<file path="config.mk">
export PLATFORM = sky130hd
export DESIGN_NAME = usb_transaction_ctrl
export DESIGN_NICKNAME = d
export VERILOG_FILES = /design/src/rtl/usb_transaction_ctrl_pkg.sv /design/src/rtl/usb_transaction_ctrl.sv
export SDC_FILE = /design/constraint.sdc
export NUM_CORES = 1
export LEC_CHECK = 0
export ABC_AREA = 0
export BUFFER_PORTS_ARGS = -buffer_cell sky130_fd_sc_hd__buf_4
export CORE_UTILIZATION = 30
export DETAILED_ROUTE_END_ITERATION = 10
export HOLD_SLACK_MARGIN = 0.03
export SLEW_MARGIN = 20
export SYNTH_ARGS = -nofsm -noshare
export SYNTH_HDL_FRONTEND = slang
export SYNTH_SLANG_ARGS = --single-unit
export TNS_END_PERCENT = 10
</file>
<file path="constraint.sdc">
create_clock -name clk -period 2.9 [get_ports clk]
set_input_delay 0.435 -clock clk [delete_from_list [all_inputs] [get_ports clk]]
set_output_delay 0.435 -clock clk [all_outputs]
set_load 0.005 [all_outputs]
</file>
<file path="src/rtl/usb_transaction_ctrl_pkg.sv">
// usb_transaction_ctrl_pkg: shared PID, handshake PID and FSM state types
package usb_transaction_ctrl_pkg;
    typedef enum logic [3:0] {
        PID_OUT   = 4'b0001,
        PID_IN    = 4'b1001,
        PID_SOF   = 4'b0101,
        PID_SETUP = 4'b1101,
        PID_DATA0 = 4'b0011,
        PID_DATA1 = 4'b1011
    } pid_t;
    typedef enum logic [3:0] {
        HS_ACK   = 4'b0010,
        HS_NAK   = 4'b1010,
        HS_STALL = 4'b1110
    } hs_pid_t;
    typedef enum logic [1:0] {S_IDLE, S_WAIT_DATA, S_TURNAROUND, S_SEND} state_t;
    function automatic logic [7:0] hs_byte(input hs_pid_t p);
        return {~p, p};
    endfunction
endpackage

</file>
<file path="src/rtl/usb_transaction_ctrl.sv">
// usb_transaction_ctrl: device-side token/data/handshake sequencing with per-endpoint data toggles
module usb_transaction_ctrl
    import usb_transaction_ctrl_pkg::*;
#(
    parameter int TA_CYCLES    = 4,
    parameter int DATA_TIMEOUT = 64
) (
    input  logic        clk,
    input  logic        rst,
    input  logic        usb_reset,
    input  logic [6:0]  device_addr,
    input  logic        token_valid,
    input  logic [3:0]  token_pid,
    input  logic [6:0]  token_addr,
    input  logic [3:0]  token_endp,
    input  logic        data_done,
    input  logic [3:0]  data_pid,
    input  logic        data_crc_ok,
    input  logic [15:0] ep_ready,
    input  logic [15:0] ep_stall,
    input  logic        tx_ready,
    output logic [7:0]  tx_data,
    output logic        tx_valid,
    output logic [3:0]  ep_endp,
    output logic        ep_setup,
    output logic        ep_commit,
    output logic        ep_discard,
    output logic [15:0] toggle,
    output logic        busy
);
    localparam int CW = $clog2((DATA_TIMEOUT > TA_CYCLES ? DATA_TIMEOUT : TA_CYCLES) + 1);
    state_t          r_state;
    logic [CW-1:0]   r_cnt;
    hs_pid_t         r_hs;
    logic            w_tok;
    logic            w_commit;
    hs_pid_t         w_hs;
    assign w_tok = token_valid && token_addr == device_addr &&
                   (token_pid == PID_OUT || token_pid == PID_SETUP || token_pid == PID_IN);
    assign w_hs = ep_setup ? HS_ACK : ep_stall[ep_endp] ? HS_STALL : !ep_ready[ep_endp] ? HS_NAK : HS_ACK;
    assign w_commit = ep_setup || (!ep_stall[ep_endp] && ep_ready[ep_endp] &&
                      data_pid == (toggle[ep_endp] ? PID_DATA1 : PID_DATA0));
    assign busy = r_state != S_IDLE;
    always_ff @(posedge clk) begin
        if (rst) begin
            r_state    <= S_IDLE;
            r_cnt      <= '0;
            r_hs       <= HS_NAK;
            tx_data    <= 8'h00;
            tx_valid   <= 1'b0;
            ep_endp    <= 4'd0;
            ep_setup   <= 1'b0;
            ep_commit  <= 1'b0;
            ep_discard <= 1'b0;
            toggle     <= 16'h0000;
        end else begin
            ep_commit  <= 1'b0;
            ep_discard <= 1'b0;
            if (usb_reset) begin
                r_state  <= S_IDLE;
                tx_valid <= 1'b0;
                toggle   <= 16'h0000;
            end else if (w_tok && r_state != S_SEND) begin
                // a fresh token also silently abandons any transaction still in flight
                ep_endp  <= token_endp;
                ep_setup <= token_pid == PID_SETUP;
                if (token_pid == PID_IN) begin
                    r_hs    <= ep_stall[token_endp] ? HS_STALL : HS_NAK;
                    r_cnt   <= CW'(TA_CYCLES - 1);
                    r_state <= S_TURNAROUND;
                end else begin
                    r_cnt   <= CW'(DATA_TIMEOUT);
                    r_state <= S_WAIT_DATA;
                end
            end else begin
                case (r_state)
                    S_WAIT_DATA: begin
                        if (data_done && !data_crc_ok) begin
                            ep_discard <= 1'b1;
                            r_state    <= S_IDLE;
                        end else if (data_done) begin
                            r_hs       <= w_hs;
                            ep_commit  <= w_commit;
                            ep_discard <= !w_commit;
                            r_cnt      <= CW'(TA_CYCLES - 1);
                            r_state    <= S_TURNAROUND;
                            if (w_commit) toggle[ep_endp] <= ep_setup | ~toggle[ep_endp];
                        end else if (r_cnt == '0) begin
                            r_state <= S_IDLE;
                        end else begin
                            r_cnt <= r_cnt - 1'b1;
                        end
                    end
                    S_TURNAROUND: begin
                        if (r_cnt == '0) begin
                            tx_data  <= hs_byte(r_hs);
                            tx_valid <= 1'b1;
                            r_state  <= S_SEND;
                        end else begin
                            r_cnt <= r_cnt - 1'b1;
                        end
                    end
                    S_SEND: begin
                        if (tx_ready) begin
                            tx_valid <= 1'b0;
                            r_state  <= S_IDLE;
                        end
                    end
                    default: ;
                endcase
            end
        end
    end
endmodule

</file>
## After elaboration in Yosys (flattened, before gate mapping)

Index checks and enable logic that the tools add are counted.

- Register bits after elaboration: 45
- Bits in latches: 0
- Memory bits (writable): 0
- Memory bits (read-only): 0
- Output and inout port bits: 33
- Word-level logic and storage cells: 109
- Memories: 0

- Add/subtract/negate cells: 1
- Multipliers: 0
- Div/mod/pow operators: 0
- Order comparisons: 3
- Equality and inequality tests: 17
- Shift operators: 0
- Multiplexer cells: 40
- Bitwise logic cells: 8
- Reductions and logical operators: 30

Operators with widths:

| cell | number |
|---|---|
| 4-bit 2-to-1 mux | 9 |
| 7-bit 2-to-1 mux | 5 |
| 1-bit binary-select mux with 4-bit select | 4 |
| 16-bit bitwise mux | 1 |
| 2-bit 2-to-1 mux | 7 |
| 7-bit one-hot mux with 2 select lines | 1 |
| 4-bit AND reduction | 3 |
| 4-bit by 5-bit < comparator with 1-bit output (second input constant) | 2 |
| 5-bit AND reduction | 2 |
| 1-bit 2-to-1 mux | 9 |
| 3-bit != test (second input constant) | 3 |
| 4-bit == test (second input constant) | 2 |
| 2-bit != test (second input constant) | 4 |
| 2-bit nonzero test | 4 |
| 7-bit == test | 1 |
| 1-bit logical AND | 7 |
| 7-bit logical NOT | 1 |
| 7-bit by 1-bit subtractor with 7-bit output (second input constant) | 1 |
| 1-bit inverter | 6 |
| 2-bit one-hot mux with 3 select lines | 1 |
| 6-bit OR reduction | 1 |
| 5-bit != test (second input constant) | 1 |
| 1-bit demux with 4-bit select | 1 |
| 2-bit == test (second input constant) | 2 |
| other kinds (17) | 21 |

## Longest topological paths before layout

Gate-level depths: netlist of the first run.

- Depth after elaboration: 9
- Depth in mapped cells: 12
- Mapped depth without buffers: 9

## Worst setup path before layout of the first run

OpenSTA, ideal clock, no wires.

- Path kind: register -> register
- Start point: register ep_endp[2]
- End point: register toggle[12]
- Arrival time: 2.084 ns
- Slack: 0.694 ns
- Cell stages (with the launch flop): 10
- Path buffers: 2
- Cells stage by stage: dfxtp_1 -> clkbuf_1 -> nor2_1 -> a221oi_1 -> nor2_1 -> o21ai_2 -> mux2i_4 -> buf_6 -> nand3_1 -> mux2i_1

- Longest elaborated chain between the ends: 7

Ends and longest elaborated chain:

| what | RTL line | source |
|---|---|---|
| start: declaration | usb_transaction_ctrl.sv:24 | `output logic [3:0] ep_endp,` |
| start signal: assignment | usb_transaction_ctrl.sv:65 | `ep_endp <= token_endp;` |
| 1-bit binary-select mux with 4-bit select, on equally long branches | usb_transaction_ctrl.sv:42, usb_transaction_ctrl.sv:87, usb_transaction_ctrl.sv:41 |  |
| 1-bit 2-to-1 mux, on equally long branches | usb_transaction_ctrl.sv:42, usb_transaction_ctrl.sv:87, usb_transaction_ctrl.sv:41 |  |
| 4-bit 2-to-1 mux or 1-bit logical NOT (tied branches) | usb_transaction_ctrl.sv:42, usb_transaction_ctrl.sv:41 |  |
| 4-bit == test or 1-bit logical AND (tied branches) | usb_transaction_ctrl.sv:42, usb_transaction_ctrl.sv:41 |  |
| 1-bit logical AND | usb_transaction_ctrl.sv:41 | `assign w_commit = ep_setup \|\| (!ep_stall[ep_endp] && ep_ready[ep_endp] &&` |
| 1-bit logical OR | usb_transaction_ctrl.sv:41 |  |
| 5-bit AND reduction (no line) | - |  |
| end signal: indexed assignment | usb_transaction_ctrl.sv:87 | `if (w_commit) toggle[ep_endp] <= ep_setup \| ~toggle[ep_endp];` |
| end: declaration | usb_transaction_ctrl.sv:28 | `output logic [15:0] toggle,` |

Several ways; a longest one is shown, not always the timed one. The select of a mux whose other input is x is not followed.
A chain may end at the register's enable or synchronous reset.

## Worst setup path in the final report of the first run

- Start point: register ep_endp[1]
- End point: register toggle[12]

Same word-level chain as after synthesis.

==> results of run 1 <==
flip-flops by register name, indices dropped and copies added, names as in the netlist:
| name | flops |
|---|---|
| tx_data | 5 |
| ep_commit | 1 |
| r_state | 2 |
| r_cnt | 7 |
| ep_setup | 1 |
| toggle | 16 |
| tx_valid | 1 |
| ep_endp | 4 |
| ep_discard | 1 |
| r_hs | 2 |
metal layers:
layer	up-vias	GRT usage [%]	wire length (um)
met5	-	0	0
li1	1325	-	-
met4	0	3.73	80
met2	99	25.7	3460
met3	6	3.24	466
met1	1248	21.3	3580
stage by stage:
step                      util [%]  cells  hold WS (ns)
final                         41.4    511         0.374
after global routing          41.4    511         0.390
after CTS                     41.4    511         0.374
after detailed placement      40.2    503         0.476
after global placement        40.2    503         0.464
after floorplan                  -    314         0.435
cell families after synthesis:
group	after synthesis	share of synthesized area [%]
compound gates	49	11.4
xor+xnor	7	2.24
fa+ha+maj	5	2.29
buf+inv	34	6.59
flops	40	29.3
mux	46	24.2
other cells	1	0.137
simple gates	131	23.8
Yosys cell counts, types with 2 or more instances:
library cell / count
clkbuf_1: 13
nand2_1: 34
a211oi_1: 4
mux4_1: 7
nor2b_1: 4
o21ai_0: 14
nor2_1: 23
mux2i_1: 32
inv_1: 10
nor4_1: 13
buf_6: 3
nand4_1: 5
ha_1: 5
nor3_1: 11
buf_2: 3
a22oi_1: 3
a21oi_1: 12
a31oi_1: 4
buf_4: 4
a221oi_1: 2
nand2b_1: 9
nand3_1: 21
xor2_1: 7
dfxtp_1: 40
mux4_2: 6
nand3b_1: 4
cell type report:
| type | count | area [um2] |
|---|---|---|
| Clock inverter | 2 | 35.0 |
| Sequential cell | 40 | 801 |
| Fill cell | 890 | 5140 |
| Clock buffer | 6 | 72.6 |
| Timing Repair Buffer | 105 | 788 |
| Tap cell | 108 | 135 |
| Multi-Input combinational cell | 240 | 1760 |
| Inverter | 10 | 37.5 |
power groups by stage:
stage | combinational, mW | sequential (mW) | clock, mW
detailed placement | 0.150 | 0.562 | 0
finish | 0.150 | 0.549 | 0.453
floorplan | 0.0639 | 0.562 | 0
global placement | 0.149 | 0.562 | 0
global route | 0.163 | 0.549 | 0.480
CTS | 0.151 | 0.549 | 0.461
how the worst max path moves through the flow:
| stage | startpoint | end | slack (ns) |
|---|---|---|---|
| after floorplan | ep_endp[2] | toggle[12] | 0.69 |
| after global placement | device_addr[0] | r_cnt[5] | 0.33 |
| after detailed placement | ep_endp[1] | toggle[7] | 0.30 |
| after CTS | ep_endp[1] | toggle[7] | 0.29 |
| after global routing | ep_endp[1] | toggle[14] | 0.04 |
| final | ep_endp[1] | toggle[12] | 0.30 |
==> results.sh, run 1 <==
export IMPL_status="finished clean"
export IMPL_core_um2=8760
export IMPL_vias=2678
export IMPL_wl_um=7590
export IMPL_hp_start="data_crc_ok"
export IMPL_ys_flop_type="dfxtp_1"
export IMPL_final_common_cell="buf_4"
export IMPL_clk_pin_slew_ns=0.08
export IMPL_route_detailed_drc=0
export IMPL_cts_sinks=40
export IMPL_yosysWarnings=0
export IMPL_period_needed_ns=2.60
export IMPL_ir_worst_vdd_v=0.000178
export IMPL_ys_ff_latch=40
export IMPL_yosys_area_top_type_share_pct=29.3
export IMPL_crit_top_cell="mux2i_1"
export IMPL_num_antenna_cells=0
export IMPL_die_y_um=97.5
export IMPL_cts_root_buf="clkbuf_8"
export IMPL_htreeDepth=2
export IMPL_whs_endpoint="ep_discard"
export IMPL_postCtsSetupBuffers=0
export IMPL_layout_common_cells="buf_4, dfxtp_1, nand2_1"
export IMPL_r2r_slack_ns=0.30
export IMPL_grt_pass1_wl_um=12400
export IMPL_r2r_cells=8
export IMPL_antenna_found_initial=0
export IMPL_rsz0062_at_grt="false"
export IMPL_grt_pass1_vias=2639
export IMPL_endpoint_kind="register"
export IMPL_synth_top_cells_by_area="dfxtp_1, mux2i_1, mux4_1, mux4_2, nand2_1"
export IMPL_cpMaxStageDelayCell="mux4_1"
export IMPL_crit_cells=8
export IMPL_ant_nets=0
export IMPL_cp_start_kind="register"
export IMPL_drv_slew=0
export IMPL_synth_edff_count=0
export IMPL_initial_core_util_pct=31.2
export IMPL_crit_fanout=18
export IMPL_r2r_end="toggle[12]"
export IMPL_worstSetupPathType="register to register"
export IMPL_min_period_over_period_pct=89.8
export IMPL_internal_power_mw=0.891
export IMPL_power_switching_mw=0.261
export IMPL_synth_area_leader_cell="dfxtp_1"
export IMPL_hold_path_class="input port to register"
export IMPL_holdPathStages=2
export IMPL_crit_chain="buf_4, mux4_1, mux2i_1, nand4_1, nor4_1, a211o_1, nand3_1, mux2i_1"
export IMPL_worstMarginPinSlew_ns=0.620
export IMPL_p_per_area_nw_per_um2=318
export IMPL_hold_viol=0
export IMPL_avgSynthCellArea_um2=8.74
export IMPL_ctsResizeCount=0
export IMPL_fmax_mhz=384
export IMPL_placed_area_um2=3520
export IMPL_cts_buffers_inserted=5
export IMPL_final_area_um2=3630
export IMPL_worstPathRequired_ns=3.05
export IMPL_grt_start_max_net_pins=22
export IMPL_crit_path_max_incr_delay_ns=0.57
export IMPL_setup_violations=0
export IMPL_routed_via_density=5.24
export IMPL_cts_tree="done"
export IMPL_die_w_um=97.5
export IMPL_syn_inst=313
export IMPL_nets=472
export IMPL_path_buf_inv=1
export IMPL_io_pins=98
export IMPL_timing_rr_start="ep_endp[1]"
export IMPL_seq_area_frac_synth_pct=29.3
export IMPL_ys_types=46
export IMPL_synthArstFlopShare_pct=0
export IMPL_cap_viol_max_count=0
export IMPL_cts_hold_buf=0
export IMPL_cts_buffer_depth=2
export IMPL_p_seq_share_pct=47.6
export IMPL_area_growth_pct=32.6
export IMPL_dp_slack_ns=0.297
export IMPL_drtPass1Iterations=4
export IMPL_relSlewSlack_pct=58.6
export IMPL_pwr_share_comb_pct=13.0
export IMPL_drive_gt1_share_pct=30.8
export IMPL_p_leak_nw=1.49
export IMPL_clock_latency_ns=0.29
export IMPL_switching_share_pct=22.6
export IMPL_dp_hpwl_um=5800
export IMPL_die_area_um2=9500
export IMPL_initialDrtViolationCount=118
export IMPL_arrival_ns=2.76
export IMPL_synth_area_um2=2740
export IMPL_post_drt_wl_per_cell_um=14.8
export IMPL_cp_top_family="multiplexers"
export IMPL_num_rows=34
export IMPL_grt_ovfl_total=0
export IMPL_clkPwrFrac_pct=39.3
export IMPL_numPortBuffers=95
export IMPL_grt_util_all_layers_pct=15.8
export IMPL_fin_skew_ns=0.0144
export IMPL_fin_ws_ns=0.296
export IMPL_place_gp_congestion=0.790
export IMPL_finalSetupTns_ns=0
export IMPL_total_power_mw=1.15
(Power assumes the default switching activity.)
==> run 2, diff against run 1 <==
CELL_PAD_IN_SITES_DETAIL_PLACEMENT = 1   (was not set)
CELL_PAD_IN_SITES_GLOBAL_PLACEMENT = 1   (was not set)
PLACE_DENSITY_LB_ADDON = 0.1   (was not set)
clock period = 3.1 ns   (was 2.9 ns; I/O delays follow)
==> results.sh, run 2 (synthesized netlist as in run 1, its figures left out) <==
export IMPL_endpoint_kind="register"
export IMPL_r2r_cells=8
export IMPL_period_needed_ns=2.73
export IMPL_crit_fanout=18
export IMPL_vias=2713
export IMPL_clk_pin_slew_ns=0.08
export IMPL_largest_reg_flops=16
export IMPL_timing_rr_start="ep_endp[1]"
export IMPL_setup_violations=0
export IMPL_route_detailed_drc=0
export IMPL_fin_util_pct=41.6
export IMPL_largest_register="toggle"
export IMPL_grt_pass1_vias=2802
export IMPL_grt_ovfl_total=0
export IMPL_relSlewSlack_pct=53.6
export IMPL_status="finished clean"
export IMPL_holdPathStages=2
export IMPL_place_gp_congestion=0.740
export IMPL_p_leak_nw=1.50
export IMPL_path_buf_inv=1
export IMPL_die_area_um2=9500
export IMPL_rsz0062_at_grt="false"
export IMPL_regArea_um2=801
export IMPL_dp_cells=505
export IMPL_antenna_found_initial=0
export IMPL_cts_buffers_inserted=5
export IMPL_layout_common_cells="buf_4, dfxtp_1, nand2_1"
export IMPL_core_um2=8760
export IMPL_crit_top_cell="mux2i_1"
export IMPL_wl_met2_um=3800
export IMPL_wl_um=8510
export IMPL_hold_viol=0
export IMPL_largestRegisters="toggle x16, r_cnt x7, tx_data x5"
export IMPL_whs_endpoint="ep_discard"
export IMPL_cp_start_kind="register"
export IMPL_min_period_over_period_pct=88.0
export IMPL_arrival_ns=2.89
export IMPL_cap_viol_max_count=0
export IMPL_r2r_slack_ns=0.37
export IMPL_cts_root_buf="clkbuf_8"
export IMPL_hp_start="data_crc_ok"
export IMPL_top_layer="met4"
export IMPL_routed_via_density=5.29
export IMPL_dp_hpwl_um=6690
export IMPL_layoutNonFillerInstCount=513
export IMPL_p_per_area_nw_per_um2=298
export IMPL_worstPathRequired_ns=3.26
export IMPL_fin_skew_ns=0.00472
export IMPL_io_pins=98
export IMPL_initialDrtViolationCount=99
export IMPL_drv_slew=0
export IMPL_dp_slack_ns=0.190
export IMPL_postCtsSetupBuffers=0
export IMPL_initial_core_util_pct=31.2
export IMPL_finalSetupTns_ns=0
export IMPL_nets=474
export IMPL_cts_buffer_depth=2
export IMPL_cp_top_family="multiplexers"
export IMPL_die_y_um=97.5
export IMPL_hold_path_class="input port to register"
export IMPL_grt_util_all_layers_pct=18.1
export IMPL_wl_met1_um=4100
export IMPL_final_common_cell="buf_4"
export IMPL_ant_nets=0
export IMPL_fin_ws_ns=0.371
export IMPL_numPortBuffers=95
export IMPL_drtPass1Iterations=4
export IMPL_fmax_mhz=366
export IMPL_crit_path_max_incr_delay_ns=0.57
export IMPL_ctsResizeCount=0
export IMPL_cts_sinks=40
export IMPL_worstMarginPinSlew_ns=0.690
export IMPL_num_rows=34
export IMPL_route_met3_wl_um=511
export IMPL_r2r_end="toggle[13]"
export IMPL_cts_hold_buf=0
export IMPL_total_power_mw=1.08
export IMPL_cpMaxStageDelayCell="mux2i_4"
export IMPL_fillCellCount=1067
export IMPL_grt_pass1_wl_um=14100
export IMPL_die_w_um=97.5
export IMPL_cts_tree="done"
export IMPL_num_antenna_cells=0
export IMPL_worstSetupPathType="register to register"
export IMPL_htreeDepth=2
export IMPL_clock_latency_ns=0.29
export IMPL_crit_chain="buf_4, mux2i_1, a221oi_1, nor2_1, o21ai_2, mux2i_4, nand3_1, mux2i_1"
export IMPL_area_growth_pct=33.2
export IMPL_post_drt_wl_per_cell_um=16.6
export IMPL_ir_worst_vdd_v=0.000230
export IMPL_grt_start_max_net_pins=21
export IMPL_multi_input_area_um2=1760
export IMPL_drive_gt1_share_pct=31.1
-- run 2: cell types whose count changed in the layout (fill, tap and decap cells not counted), sizes merged --
cell / delta
buf: +2
-- run 2: worst max path at each step --
stage | from | endpoint | slack (ns) | cells past startpoint
after floorplan | ep_endp[2] | toggle[12] | 0.89 | 9
after global placement | device_addr[4] | r_cnt[5] | 0.23 | 8
after detailed placement | device_addr[4] | r_cnt[5] | 0.19 | 8
after CTS | ep_endp[1] | toggle[13] | 0.35 | 8
after global routing | ep_endp[1] | toggle[13] | 0.12 | 8
final | ep_endp[1] | toggle[13] | 0.37 | 8
-- run 2: per-stage QoR --
step / cell area [um2] / hold slack, ns
CTS: 3640 / 0.380
global placement: 3530 / 0.472
detailed placement: 3530 / 0.480
floorplan: 2740 / 0.435
global route: 3640 / 0.406
finish: 3640 / 0.388
-- run 2: final cells by class --
class	instances	share of cell area, %
Clock buffer	6	1.99
Clock inverter	2	0.962
Inverter	10	1.03
Multi-Input combinational cell	240	48.3
Sequential cell	40	22.0
Tap cell	108	3.71
Timing Repair Buffer	107	22.1
-- run 2: layer usage --
metal / vias to the layer above / track usage [%]
li1: 1329 / -
met4: 0 / 4.41
met2: 83 / 28.5
met5: - / 0
met1: 1294 / 25.0
met3: 7 / 3.96
-- run 2: where the power goes --
part | total [mW] | switching (mW) | internal, mW
Combinational | 0.139 | 0.0578 | 0.0815
Sequential | 0.513 | 0.000117 | 0.513
Clock | 0.431 | 0.192 | 0.239
==> run 3, diff against run 2 <==
BUFFER_PORTS_ARGS = -buffer_cell sky130_fd_sc_hd__buf_2   (was -buffer_cell sky130_fd_sc_hd__buf_4)
==> results.sh, run 3 (synthesized netlist as in run 1, its figures left out) <==
export IMPL_layoutNonFillerInstCount=512
export IMPL_relSlewSlack_pct=56.7
export IMPL_crit_chain="buf_4, buf_4, mux4_1, mux2i_1, a211o_1, nand3_1, mux2i_1"
export IMPL_num_rows=34
export IMPL_dp_cells=504
export IMPL_endpoint="toggle[14]"
export IMPL_r2r_cells=7
export IMPL_total_power_mw=1.07
export IMPL_clk_pin_slew_ns=0.08
export IMPL_regArea_um2=801
export IMPL_hold_path_class="input port to register"
export IMPL_setup_violations=0
export IMPL_cts_tree="done"
export IMPL_ir_worst_vdd_v=0.000154
export IMPL_cts_hold_buf=0
export IMPL_r2r_end="toggle[14]"
export IMPL_fin_ws_ns=0.367
export IMPL_layout_common_cells="buf_2, dfxtp_1, nand2_1"
export IMPL_p_per_area_nw_per_um2=314
export IMPL_fin_skew_ns=0.00712
export IMPL_largestRegisters="toggle x16, r_cnt x7, tx_data x5"
export IMPL_fillCellCount=1086
export IMPL_nets=473
export IMPL_postCtsSetupBuffers=0
export IMPL_vias=2703
export IMPL_largest_register="toggle"
export IMPL_finalSetupTns_ns=0
export IMPL_hold_viol=0
export IMPL_route_detailed_drc=0
export IMPL_p_leak_nw=1.45
export IMPL_drive_gt1_share_pct=30.9
export IMPL_io_pins=98
export IMPL_antenna_found_initial=0
export IMPL_crit_path_max_incr_delay_ns=0.56
export IMPL_worstPathRequired_ns=3.26
export IMPL_cts_buffer_depth=2
export IMPL_cap_viol_max_count=0
export IMPL_drtPass1Iterations=4
export IMPL_grt_start_max_net_pins=21
export IMPL_final_area_um2=3400
export IMPL_r2r_slack_ns=0.37
export IMPL_place_gp_congestion=0.768
export IMPL_grt_pass1_wl_um=13900
export IMPL_critPathLaunch="ep_endp[1]"
export IMPL_num_antenna_cells=0
export IMPL_initialDrtViolationCount=62
export IMPL_initial_core_util_pct=31.2
export IMPL_dp_slack_ns=0.235
export IMPL_final_common_cell="buf_2"
export IMPL_clock_latency_ns=0.30
export IMPL_endpoint_kind="register"
export IMPL_ant_nets=0
export IMPL_crit_fanout=18
export IMPL_largest_reg_flops=16
export IMPL_arrival_ns=2.89
export IMPL_wl_um=8310
export IMPL_dp_hpwl_um=6540
export IMPL_die_y_um=97.5
export IMPL_cpMaxStageDelayCell="mux4_1"
export IMPL_cts_buffers_inserted=5
export IMPL_cts_root_buf="clkbuf_8"
export IMPL_die_w_um=97.5
export IMPL_post_drt_wl_per_cell_um=16.2
export IMPL_ctsResizeCount=0
export IMPL_worstSetupPathType="register to register"
export IMPL_fin_util_pct=38.8
export IMPL_drv_slew=0
export IMPL_htreeDepth=2
export IMPL_cts_sinks=40
export IMPL_die_area_um2=9500
export IMPL_fmax_mhz=366
export IMPL_min_period_over_period_pct=88.2
export IMPL_status="finished clean"
export IMPL_period_needed_ns=2.73
export IMPL_grt_pass1_vias=2859
export IMPL_holdWs_ns=0.429
export IMPL_placed_area_um2=3290
export IMPL_area_growth_pct=24.2
export IMPL_routed_via_density=5.28
export IMPL_grt_util_all_layers_pct=17.9
export IMPL_timing_rr_start="ep_endp[1]"
export IMPL_worstMarginPinSlew_ns=0.644
export IMPL_numPortBuffers=95
export IMPL_core_um2=8760
export IMPL_rsz0062_at_grt="false"
export IMPL_grt_ovfl_total=0
export IMPL_multi_input_area_um2=1760
export IMPL_cp_start_kind="register"
-- run 3: cell count changes in the layout (fill, tap and decap cells not counted), sizes merged --
| cell | change |
|---|---|
| buf | -1 |
-- run 3: worst max-delay path, delay by kind of cell (launching register included) --
family | cells | cell delay, ns
AOI/OAI and AO/OA | 1 | 0.52
buffers and inverters | 2 | 0.41
DFF | 1 | 0.52
muxes | 3 | 0.93
and+or+nand+nor | 1 | 0.20
-- run 3: where the power goes --
group | internal [mW] | switching (mW) | leakage [nW] | total, mW
combinational | 0.0587 | 0.0587 | 1.07 | 0.117
clock | 0.239 | 0.198 | 0.0552 | 0.437
sequential | 0.513 | 0.000110 | 0.322 | 0.513
total | 0.811 | 0.257 | 1.45 | 1.07
-- run 3: metal layers --
metal	vias to the layer above	routed length (um)	global-route usage, %
met5	-	0	0
met1	1278	3960	23.6
li1	1332	-	-
met3	8	479	3.60
met2	85	3780	29.8
met4	0	95	4.75
-- run 3: cell type report --
class / count / area share [%]
inverters: 10 / 1.10
clock buffers: 6 / 2.14
repair buffers: 106 / 16.4
well taps: 108 / 3.98
multi-input cells: 240 / 51.7
clock inverters: 2 / 1.03
flip-flops and latches: 40 / 23.6
-- run 3: worst min-delay path by stage --
stage	from	to	slack, ns	depth (start not counted)
finish	token_endp[2]	ep_endp[2]	0.43	3
global route	token_endp[3]	ep_endp[3]	0.44	3
CTS	data_crc_ok	ep_discard	0.43	2
detailed placement	toggle[6]	toggle[6]	0.47	2
global placement	tx_data[4]	tx_data[4]	0.47	2
floorplan	r_hs[3]	tx_data[7]	0.44	1
